--- src/rtl/rv32i_pkg.sv ---
// Shared rv32i core types: hazard FSM states, forwarding selects and the stall/flush control bundle.
// Pure declarations: no latency or backpressure of its own.
package rv32i_pkg;

    typedef enum logic [1:0] {
        HZ_INIT     = 2'd0,
        HZ_RUN      = 2'd1,
        HZ_MEM_WAIT = 2'd2,
        HZ_ERR      = 2'd3
    } hz_state_e;

    typedef enum logic [1:0] {
        FWD_RF  = 2'b00,
        FWD_WB  = 2'b01,
        FWD_MEM = 2'b10
    } fwd_sel_e;

    // Field order mirrors the port order stallF..stallM, FlushD..FlushW.
    typedef struct packed {
        logic stall_f;
        logic stall_d;
        logic stall_e;
        logic stall_m;
        logic flush_d;
        logic flush_e;
        logic flush_w;
    } hz_ctrl_t;

    localparam hz_ctrl_t HZ_CTL_NONE = hz_ctrl_t'(7'b0000_000);
    localparam hz_ctrl_t HZ_CTL_INIT = hz_ctrl_t'(7'b1000_111);
    localparam hz_ctrl_t HZ_CTL_MEM  = hz_ctrl_t'(7'b1111_001);
    localparam hz_ctrl_t HZ_CTL_BR   = hz_ctrl_t'(7'b0000_110);
    localparam hz_ctrl_t HZ_CTL_LU   = hz_ctrl_t'(7'b1100_010);

endpackage

--- src/rtl/hazard_perf_cnt.sv ---
// Saturating event counter with synchronous clear (clear beats increment).
// Latency: count visible one cycle after inc_i/clr_i; no backpressure, holds at all-ones.
module hazard_perf_cnt
    import rv32i_pkg::*;
#(
    parameter int CNT_W = 32
) (
    input  logic             clk,
    input  logic             rst_n,
    input  logic             inc_i,
    input  logic             clr_i,
    output logic [CNT_W-1:0] cnt_o
);

    logic [CNT_W-1:0] cnt_q, cnt_d;

    always_comb begin
        cnt_d = cnt_q;
        if (clr_i) begin
            cnt_d = '0;
        end else if (inc_i && (cnt_q != {CNT_W{1'b1}})) begin
            cnt_d = cnt_q + CNT_W'(1);
        end
    end

    always_ff @(posedge clk or negedge rst_n) begin
        if (!rst_n) begin
            cnt_q <= '0;
        end else begin
            cnt_q <= cnt_d;
        end
    end

    assign cnt_o = cnt_q;

endmodule

--- src/rtl/hazard_ctrl.sv ---
// Hazard controller for the rv32i F/D/E/M/W pipeline: zero-latency stall/flush/forward controls from state + inputs.
// A data access held off by dmem_ready freezes F..M and bubbles W; a watchdog traps waits that never complete.
module hazard_ctrl
    import rv32i_pkg::*;
#(
    parameter int REG_AW   = 5,
    parameter int INIT_CYC = 2,
    parameter int TIMEOUT  = 256,
    parameter int CNT_W    = 32
) (
    input  logic              clk,
    input  logic              rst_n,
    input  logic [REG_AW-1:0] rs1D,
    input  logic [REG_AW-1:0] rs2D,
    input  logic [REG_AW-1:0] rs1E,
    input  logic [REG_AW-1:0] rs2E,
    input  logic [REG_AW-1:0] rdE,
    input  logic              loadE,
    input  logic              pcsrcE,
    input  logic [REG_AW-1:0] rdM,
    input  logic [REG_AW-1:0] rdW,
    input  logic              regwriteM,
    input  logic              regwriteW,
    input  logic              dmem_req_M,
    input  logic              dmem_ready,
    input  logic              cnt_clr,
    output logic              stallF,
    output logic              stallD,
    output logic              stallE,
    output logic              stallM,
    output logic              FlushD,
    output logic              FlushE,
    output logic              FlushW,
    output logic [1:0]        forwardAE,
    output logic [1:0]        forwardBE,
    output logic [CNT_W-1:0]  stall_cnt,
    output logic [CNT_W-1:0]  flush_cnt,
    output logic              mem_timeout,
    output logic [1:0]        state
);

    localparam int INIT_W = $clog2(INIT_CYC + 1);
    localparam int WAIT_W = (TIMEOUT < 1) ? 1 : $clog2(TIMEOUT + 1);
    localparam logic [INIT_W-1:0] INIT_LAST  = INIT_W'(INIT_CYC - 1);
    localparam logic [WAIT_W-1:0] WAIT_LIMIT = WAIT_W'(TIMEOUT);
    localparam bit WDOG_EN = (TIMEOUT != 0);

    hz_state_e         state_q, state_d;
    logic [INIT_W-1:0] init_cnt_q, init_cnt_d;
    logic [WAIT_W-1:0] wait_cnt_q, wait_cnt_d;
    logic              timeout_q, timeout_d;
    logic              memwait, load_use;
    hz_ctrl_t          run_ctl, ctl;
    logic              stall_inc, flush_inc;

    function automatic fwd_sel_e fwd_pick(
        input logic [REG_AW-1:0] rs,
        input logic [REG_AW-1:0] rd_m,
        input logic [REG_AW-1:0] rd_w,
        input logic              we_m,
        input logic              we_w
    );
        fwd_sel_e sel;
        sel = FWD_RF;
        if (we_m && (rd_m != '0) && (rd_m == rs)) begin
            sel = FWD_MEM;
        end else if (we_w && (rd_w != '0) && (rd_w == rs)) begin
            sel = FWD_WB;
        end
        return sel;
    endfunction

    assign memwait  = dmem_req_M & ~dmem_ready;
    assign load_use = loadE && (rdE != '0) && ((rdE == rs1D) || (rdE == rs2D));

    // A frozen E keeps pcsrcE alive, so a branch seen during a wait is applied when the wait ends.
    always_comb begin
        run_ctl = HZ_CTL_NONE;
        if (memwait) begin
            run_ctl = HZ_CTL_MEM;
        end else if (pcsrcE) begin
            run_ctl = HZ_CTL_BR;
        end else if (load_use) begin
            run_ctl = HZ_CTL_LU;
        end
    end

    always_comb begin
        state_d    = state_q;
        init_cnt_d = init_cnt_q;
        wait_cnt_d = wait_cnt_q;
        timeout_d  = timeout_q;
        ctl        = HZ_CTL_NONE;
        case (state_q)
            HZ_INIT: begin
                ctl = HZ_CTL_INIT;
                if (init_cnt_q == INIT_LAST) begin
                    state_d = HZ_RUN;
                end else begin
                    init_cnt_d = init_cnt_q + INIT_W'(1);
                end
            end
            HZ_RUN: begin
                ctl = run_ctl;
                if (memwait) begin
                    state_d    = HZ_MEM_WAIT;
                    wait_cnt_d = '0;
                end
            end
            HZ_MEM_WAIT: begin
                ctl = run_ctl;
                if (!memwait) begin
                    state_d = HZ_RUN;
                end else if (WDOG_EN && (wait_cnt_q == WAIT_LIMIT)) begin
                    state_d   = HZ_ERR;
                    timeout_d = 1'b1;
                end else if (wait_cnt_q != WAIT_LIMIT) begin
                    wait_cnt_d = wait_cnt_q + WAIT_W'(1);
                end
            end
            HZ_ERR: begin
                ctl = HZ_CTL_MEM;
            end
            default: begin
                ctl     = HZ_CTL_INIT;
                state_d = HZ_INIT;
            end
        endcase
    end

    always_ff @(posedge clk or negedge rst_n) begin
        if (!rst_n) begin
            state_q    <= HZ_INIT;
            init_cnt_q <= '0;
            wait_cnt_q <= '0;
            timeout_q  <= 1'b0;
        end else begin
            state_q    <= state_d;
            init_cnt_q <= init_cnt_d;
            wait_cnt_q <= wait_cnt_d;
            timeout_q  <= timeout_d;
        end
    end

    assign stall_inc = ((state_q == HZ_RUN) || (state_q == HZ_MEM_WAIT)) && ctl.stall_f;
    assign flush_inc = (state_q == HZ_RUN) && ctl.flush_d;

    hazard_perf_cnt #(.CNT_W(CNT_W)) u_stall_cnt (
        .clk   (clk),
        .rst_n (rst_n),
        .inc_i (stall_inc),
        .clr_i (cnt_clr),
        .cnt_o (stall_cnt)
    );

    hazard_perf_cnt #(.CNT_W(CNT_W)) u_flush_cnt (
        .clk   (clk),
        .rst_n (rst_n),
        .inc_i (flush_inc),
        .clr_i (cnt_clr),
        .cnt_o (flush_cnt)
    );

    assign stallF      = ctl.stall_f;
    assign stallD      = ctl.stall_d;
    assign stallE      = ctl.stall_e;
    assign stallM      = ctl.stall_m;
    assign FlushD      = ctl.flush_d;
    assign FlushE      = ctl.flush_e;
    assign FlushW      = ctl.flush_w;
    assign forwardAE   = fwd_pick(rs1E, rdM, rdW, regwriteM, regwriteW);
    assign forwardBE   = fwd_pick(rs2E, rdM, rdW, regwriteM, regwriteW);
    assign mem_timeout = timeout_q;
    assign state       = state_q;

endmodule

--- config.mk ---
export PLATFORM = sky130hd
export DESIGN_NAME = hazard_ctrl
export DESIGN_NICKNAME = d
export VERILOG_FILES = /design/src/rtl/rv32i_pkg.sv /design/src/rtl/hazard_perf_cnt.sv /design/src/rtl/hazard_ctrl.sv
export SDC_FILE = /design/constraint.sdc
export NUM_CORES = 1
export LEC_CHECK = 0
export CAP_MARGIN = 20
export CORE_ASPECT_RATIO = 0.5
export CORE_MARGIN = 4
export CORE_UTILIZATION = 40
export DETAILED_ROUTE_END_ITERATION = 6
export GPL_TIMING_DRIVEN = 0
export PLACE_DENSITY = 0.78
export RECOVER_POWER = 50
export SLEW_MARGIN = 20
export SYNTH_ARGS = -nofsm -noshare
export SYNTH_HDL_FRONTEND = slang
export SYNTH_HIERARCHICAL = 1
export SYNTH_SLANG_ARGS = --single-unit
--- constraint.sdc ---
create_clock -name clk -period 7.7 [get_ports clk]
set_input_delay 1.155 -clock clk [delete_from_list [all_inputs] [get_ports clk]]
set_output_delay 1.155 -clock clk [all_outputs]
set_load 0.02 [all_outputs]
==> flow_summary.json <==
{
  "grt_util_met1_pct": 24.02,
  "dp_hpwl_mm": 9.908,
  "synthArstFlopShare_pct": 100.0,
  "violations": "capacitance limit, slew limit",
  "slew_headroom_pct": -82.28,
  "crit_top_cell": "clkdlybuf4s50_1",
  "grt_util_met2_pct": 31.90,
  "globalplace.congestion": 0.8742,
  "synth-edff-count": 0,
  "die_y_um": 87.37,
  "critPathRequiredTime_ps": 6550,
  "netlist_area_um2": 5040,
  "ys_seq_elements": 78,
  "setup_viol": 0,
  "cp.arrival_ps": 3390,
  "period_share_pct": 59.04,
  "fin_tns_setup_ps": 0,
  "rows": 28,
  "antenna_found_initial": 0,
  "worstHoldPathCells": 1,
  "antennaDiodeCount": 0,
  "max_clock_freq_mhz": 220.0,
  "min_to": "mem_timeout",
  "hold_violations": 0,
  "slew_viol_final": 81,
  "slowest_delay_ps": 640,
  "clk_pin_slew_ps": 50,
  "io_buffers": 121,
  "synth_area_per_cell_um2": 9.230,
  "min_period_ps": 4546,
  "ctsResizeCount": 0,
  "hold_ws_ps": 468.8,
  "crit_type": "in2out",
  "initial_core_util_pct": 41.82,
  "grt_start_max_net_pins": 51,
  "first_iter_violations": 296,
  "cts_buffers": 9,
  "drt_wl_total_mm": 13.28,
  "cts_root_buf": "clkbuf_16",
  "min_from": "mem_timeout",
  "syn_inst": 546,
  "clk_latency_ps": 330,
  "maxCapViolCount": 2,
  "yosysSeqAreaShare_pct": 38.73,
  "nets": 733,
  "drive_above_1_share_pct": 9.078,
  "fp.dieArea_um2": 14570,
  "crit_path_end_kind": "primary output",
  "setup.worst_path.start": "rdM[1]",
  "grt_pass1_wl_mm": 22.50,
  "power_leakage_nw": 2.736,
  "skew_ps": 7.094,
  "grt_usage_pct": 18.49,
  "cts_hold_buf": 0,
  "reg2regPathDepth": 11,
  "startpoint_type": "primary input",
  "status": "complete, but fails checks",
  "hold_class": "reg2reg",
  "r2r-end": "u_stall_cnt/cnt_o[31]",
  "cts.path.max_buffers": 2,
  "synth_nets": 600,
  "vdd_drop_max_mv": 0.1102,
  "cp_max_fo": 3,
  "syn_to_final_growth_pct": 33.47,
  "wire_per_inst_um": 15.67,
  "ys_types": 56,
  "cts.htree.levels": 3,
  "regToRegStartpoint": "state[0]",
  "vias": 4607,
  "rsz0062_at_grt": "false",
  "grt_pass1_vias": 4711,
  "powerDensity_nw_per_um2": 185.6,
  "drcViolationCount": 0,
  "coreArea_um2": 12050,
  "vias_per_cell": 5.433,
  "grtUsageMet3_pct": 3.536,
  "overflow": 0,
  "firstDrtPassIters": 5,
  "pin_count": 122,
  "synth_ff_type": "dfrtp_1",
  "crit_chain": "clkdlybuf4s50_1 > or4_4 > o21ai_2 > nor4_1 > nor4_2 > clkdlybuf4s50_1",
  "crit_path_top_delay_cell": "clkdlybuf4s50_1",
  "die_width_um": 166.7,
  "worstMarginPinSlew_ps": 2734,
  "synth_warnings": 6,
  "cts_tree": "yes",
  "r2r_slack_ps": 4350,
  "top_usage_layer": "met2",
  "post_cts_buffers": 0,
  "cts.sinks": 78,
  "antenna_left": 0
}
[power by group]
| group | switching (W) | internal (W) |
|---|---|---|
| combinational | 0.000233 | 0.000176 |
| sequential | 0.0000210 | 0.000429 |
| clock | 0.000157 | 0.000233 |
[critical path: cells and delay by family]
family / cells / cell delay (ps)
compound gates: 1 / 150
simple gates: 3 / 940
buf+inv: 2 / 1130
[routing by layer]
layer	vias up	wire (um)
met5	-	0
met4	0	181
met1	2238	6218
met2	117	6351
li1	2236	-
met3	16	532
[area by class of cell]
type / count / area, um^2
plain buffers: 16 / 77.57
clock buffers: 12 / 256.5
clock inverters: 3 / 20.02
fillers: 1086 / 5325
inverters: 22 / 82.58
multi-input cells: 430 / 2923
flip-flops and latches: 78 / 1952
well taps: 165 / 206.4
repair buffers: 122 / 1209
[stage by stage]
stage / area (um^2) / total power (W) / util (%) / instances / setup slack, ps
finish: 6726 / 0.001249 / 55.81 / 848 / 3154
global route: 6726 / 0.001324 / 55.81 / 848 / 2376
CTS: 6759 / 0.001268 / 56.08 / 848 / 3163
detailed placement: 6482 / 0.0008710 / 53.79 / 833 / 3167
global placement: 6457 / 0.0008613 / 53.58 / 832 / 2584
floorplan: 5040 / 0.0007091 / - / 546 / 4059
[synthesized netlist by cell type, drive strengths merged, types with 6 or more instances]
| cell | number | area, um^2 |
|---|---|---|
| and3 | 17 | 116.4 |
| inv | 22 | 82.58 |
| nor2 | 64 | 240.2 |
| a21o | 7 | 52.55 |
| nand2b | 6 | 37.54 |
| nand3 | 32 | 170.2 |
| buf | 7 | 42.54 |
| nor2b | 13 | 81.33 |
| and2 | 7 | 43.79 |
| nand2 | 26 | 97.59 |
| or3 | 14 | 87.58 |
| a211oi | 11 | 87.58 |
| o31ai | 8 | 60.06 |
| o21ai | 13 | 68.81 |
| dfrtp | 78 | 1952 |
| or4 | 11 | 86.33 |
| clkbuf | 9 | 35.03 |
| xor2 | 32 | 280.3 |
| mux2 | 13 | 153.9 |
| nor3 | 14 | 70.07 |
| nor4 | 19 | 186.4 |
| xnor2 | 30 | 262.8 |
| ha | 10 | 125.1 |
| nand4 | 17 | 118.9 |
| a21oi | 27 | 135.1 |
[flip-flops by register name, summed over array words and instances (netlist names)]
name,count
init_cnt_q,2
mem_timeout,1
state,2
u_flush_cnt/cnt_o,32
u_stall_cnt/cnt_o,32
wait_cnt_q,9
[worst max-delay path by stage]
stage	end	depth (start not counted)
floorplan	forwardAE[0]	4
detailed placement	forwardBE[0]	6
CTS	forwardBE[0]	6
global route	wait_cnt_q[1]	2
global placement	u_flush_cnt/cnt_o[13]	1
finish	forwardBE[0]	6
[cells in the final DEF (no fill, tap or decap), types with 8 or more instances in the layout]
master,count
clkdlybuf4s50_1,94
dfrtp_1,78
nor2_1,64
xor2_1,32
xnor2_1,30
nand3_1,30
a21oi_1,27
nand2_1,26
dlygate4sd3_1,26
inv_1,22
nand4_1,15
and3_1,15
nor3_1,14
or3_1,14
nor2b_1,13
nor4_1,11
a211oi_1,11
o21ai_0,11
mux2_2,11
clkbuf_1,11
or4_1,10
ha_1,10
clkbuf_16,9
o31ai_1,8
[cell families after synthesis]
logic type | count (synthesis) | synth area share [%]
muxes | 17 | 3.848
xor gates and xnor gates | 62 | 10.77
and+or+nand+nor | 253 | 28.80
DFF | 78 | 38.73
adders and majority gates | 10 | 2.483
buffers and inverters | 38 | 3.178
AOI/OAI and AO/OA | 88 | 12.19
(Power assumes the default switching activity.)
==> variant, RTL diff (same settings) <==
Make the reset (`rst_n`) synchronous in 2 clocked blocks.
--- a/src/rtl/hazard_perf_cnt.sv
+++ b/src/rtl/hazard_perf_cnt.sv
@@ -23,7 +23,7 @@
         end
     end
 
-    always_ff @(posedge clk or negedge rst_n) begin
+    always_ff @(posedge clk) begin
         if (!rst_n) begin
             cnt_q <= '0;
         end else begin
--- a/src/rtl/hazard_ctrl.sv
+++ b/src/rtl/hazard_ctrl.sv
@@ -128,7 +128,7 @@
         endcase
     end
 
-    always_ff @(posedge clk or negedge rst_n) begin
+    always_ff @(posedge clk) begin
         if (!rst_n) begin
             state_q    <= HZ_INIT;
             init_cnt_q <= '0;
Behaviour: differs if rst_n is asserted again (counterexample within 4 cycles, from zero or initial values and one cycle with rst_n low); with rst_n held inactive, the same outputs for 10 cycles.
==> variant against the unedited design <==
Total power shrank 5.8%. Final area fell by 5.2%. Area after synthesis shrank 7.4%. Sequential power decreased by 5.3%. Setup slack worse by 0.087 ns. Wire length up 2.1%. Global-route usage rose by 1.2 points. Largest cell class unchanged. Sequential cell count unchanged. Final cell count up 2.4%.
==> variant: results (changes against the unedited design) <==
The flow ran to the end, and the final reports show no timing, DRC or antenna violations. The slack of the worst reg-to-reg path was 4.08 ns (was 4.35 ns). The critical register-to-register path endpoint is u_stall_cnt/cnt_o[20] (was u_stall_cnt/cnt_o[31]). Maximum number of pins on one net before global-route repair: 14 (was 51).

Post-synth top cells: dfxtp_1, a21oi_1, nor2_1 (was dfrtp_1, nor2_1, xor2_1). The hold path startpoint was mem_timeout (unchanged). The met2 global-route usage was 0.3196 (was 0.3190). The post-detailed-placement half-perimeter wirelength is 10.11 mm (was 9.908 mm), and the data arrival time of the critical path is 3.48 ns (was 3.39 ns).

Via count: 4906 (was 4607). Top cells by area, synth: dfxtp_1, a21oi_1, xnor2_1 (was dfrtp_1, xor2_1, xnor2_1). The power density of the placed cells is 184.5 mW/mm2 (was 185.6 mW/mm2), and the met3 wire length is 830 um (was 532 um). The share of async-settable or async-resettable flops after synthesis was 0 (was 1.000); the placement-stage cell area was 0.006077 mm2 (was 0.006482 mm2). The fraction of final layout cells sized beyond drive strength 1 was 0.06065 (was 0.09078); the worst slack after detailed placement was 3.112 ns (was 3.167 ns). The maximum vdd ir drop came out at 0.1187 mV (was 0.1102 mV).

The end of the critical path was stallD (was forwardBE[0]). The cell count of the worst hold path is 2 (was 1). The leakage power figure came out at 2.273 nW (was 2.736 nW). The worst min-delay path endpoint is mem_timeout (unchanged). The number of cells on the worst reg-to-reg path was 10 (was 11). The logs give 54 (was 56) for the count of distinct cell types in the synthesized netlist and 412 (was 296) for the number of DRC markers after the initial detailed-route iteration.

The weighted congestion reported at the end of routability-driven placement came out at 0.8990 (was 0.8742). The layout filler cell count is 1015 (was 1086), and the sequential-cell power consumption is 0.000426 W (was 0.000450 W).
==> variant: cell types whose count changed in the layout (fill, tap and decap cells not counted), moves of 9 or more <==
cell,before,now
clkdlybuf4s50_1,94,53
dlygate4sd3_1,26,68
dfrtp_1,78,0
a21oi_1,27,49
nand4_1,15,28
nor2_1,64,45
dfxtp_1,0,78
mux2_2,11,0
or3_1,14,32
o21ai_1,1,21
nor3_1,14,5
==> variant: layout make-up <==
type	instances	area, um2	share of cell area
multi-input cells	459	2958	0.4637
well taps	159	198.9	0.03119
clock buffers	11	242.7	0.03805
plain buffers	21	95.09	0.01491
clock inverters	5	58.81	0.009219
inverters	14	52.55	0.008239
flip-flops and latches	78	1562	0.2448
repair buffers	121	1211	0.1899
==> variant: worst reg2reg max path, cell delays in order (launching register included) <==
cell and delay (ns):
dfxtp_1 0.46, inv_1 0.10, ha_1 0.44, inv_1 0.16, or3_1 0.39, o22ai_1 0.26
clkbuf_1 0.42, nand4_1 0.45, a2111oi_0 0.59, xnor2_1 0.17, nor2_1 0.05
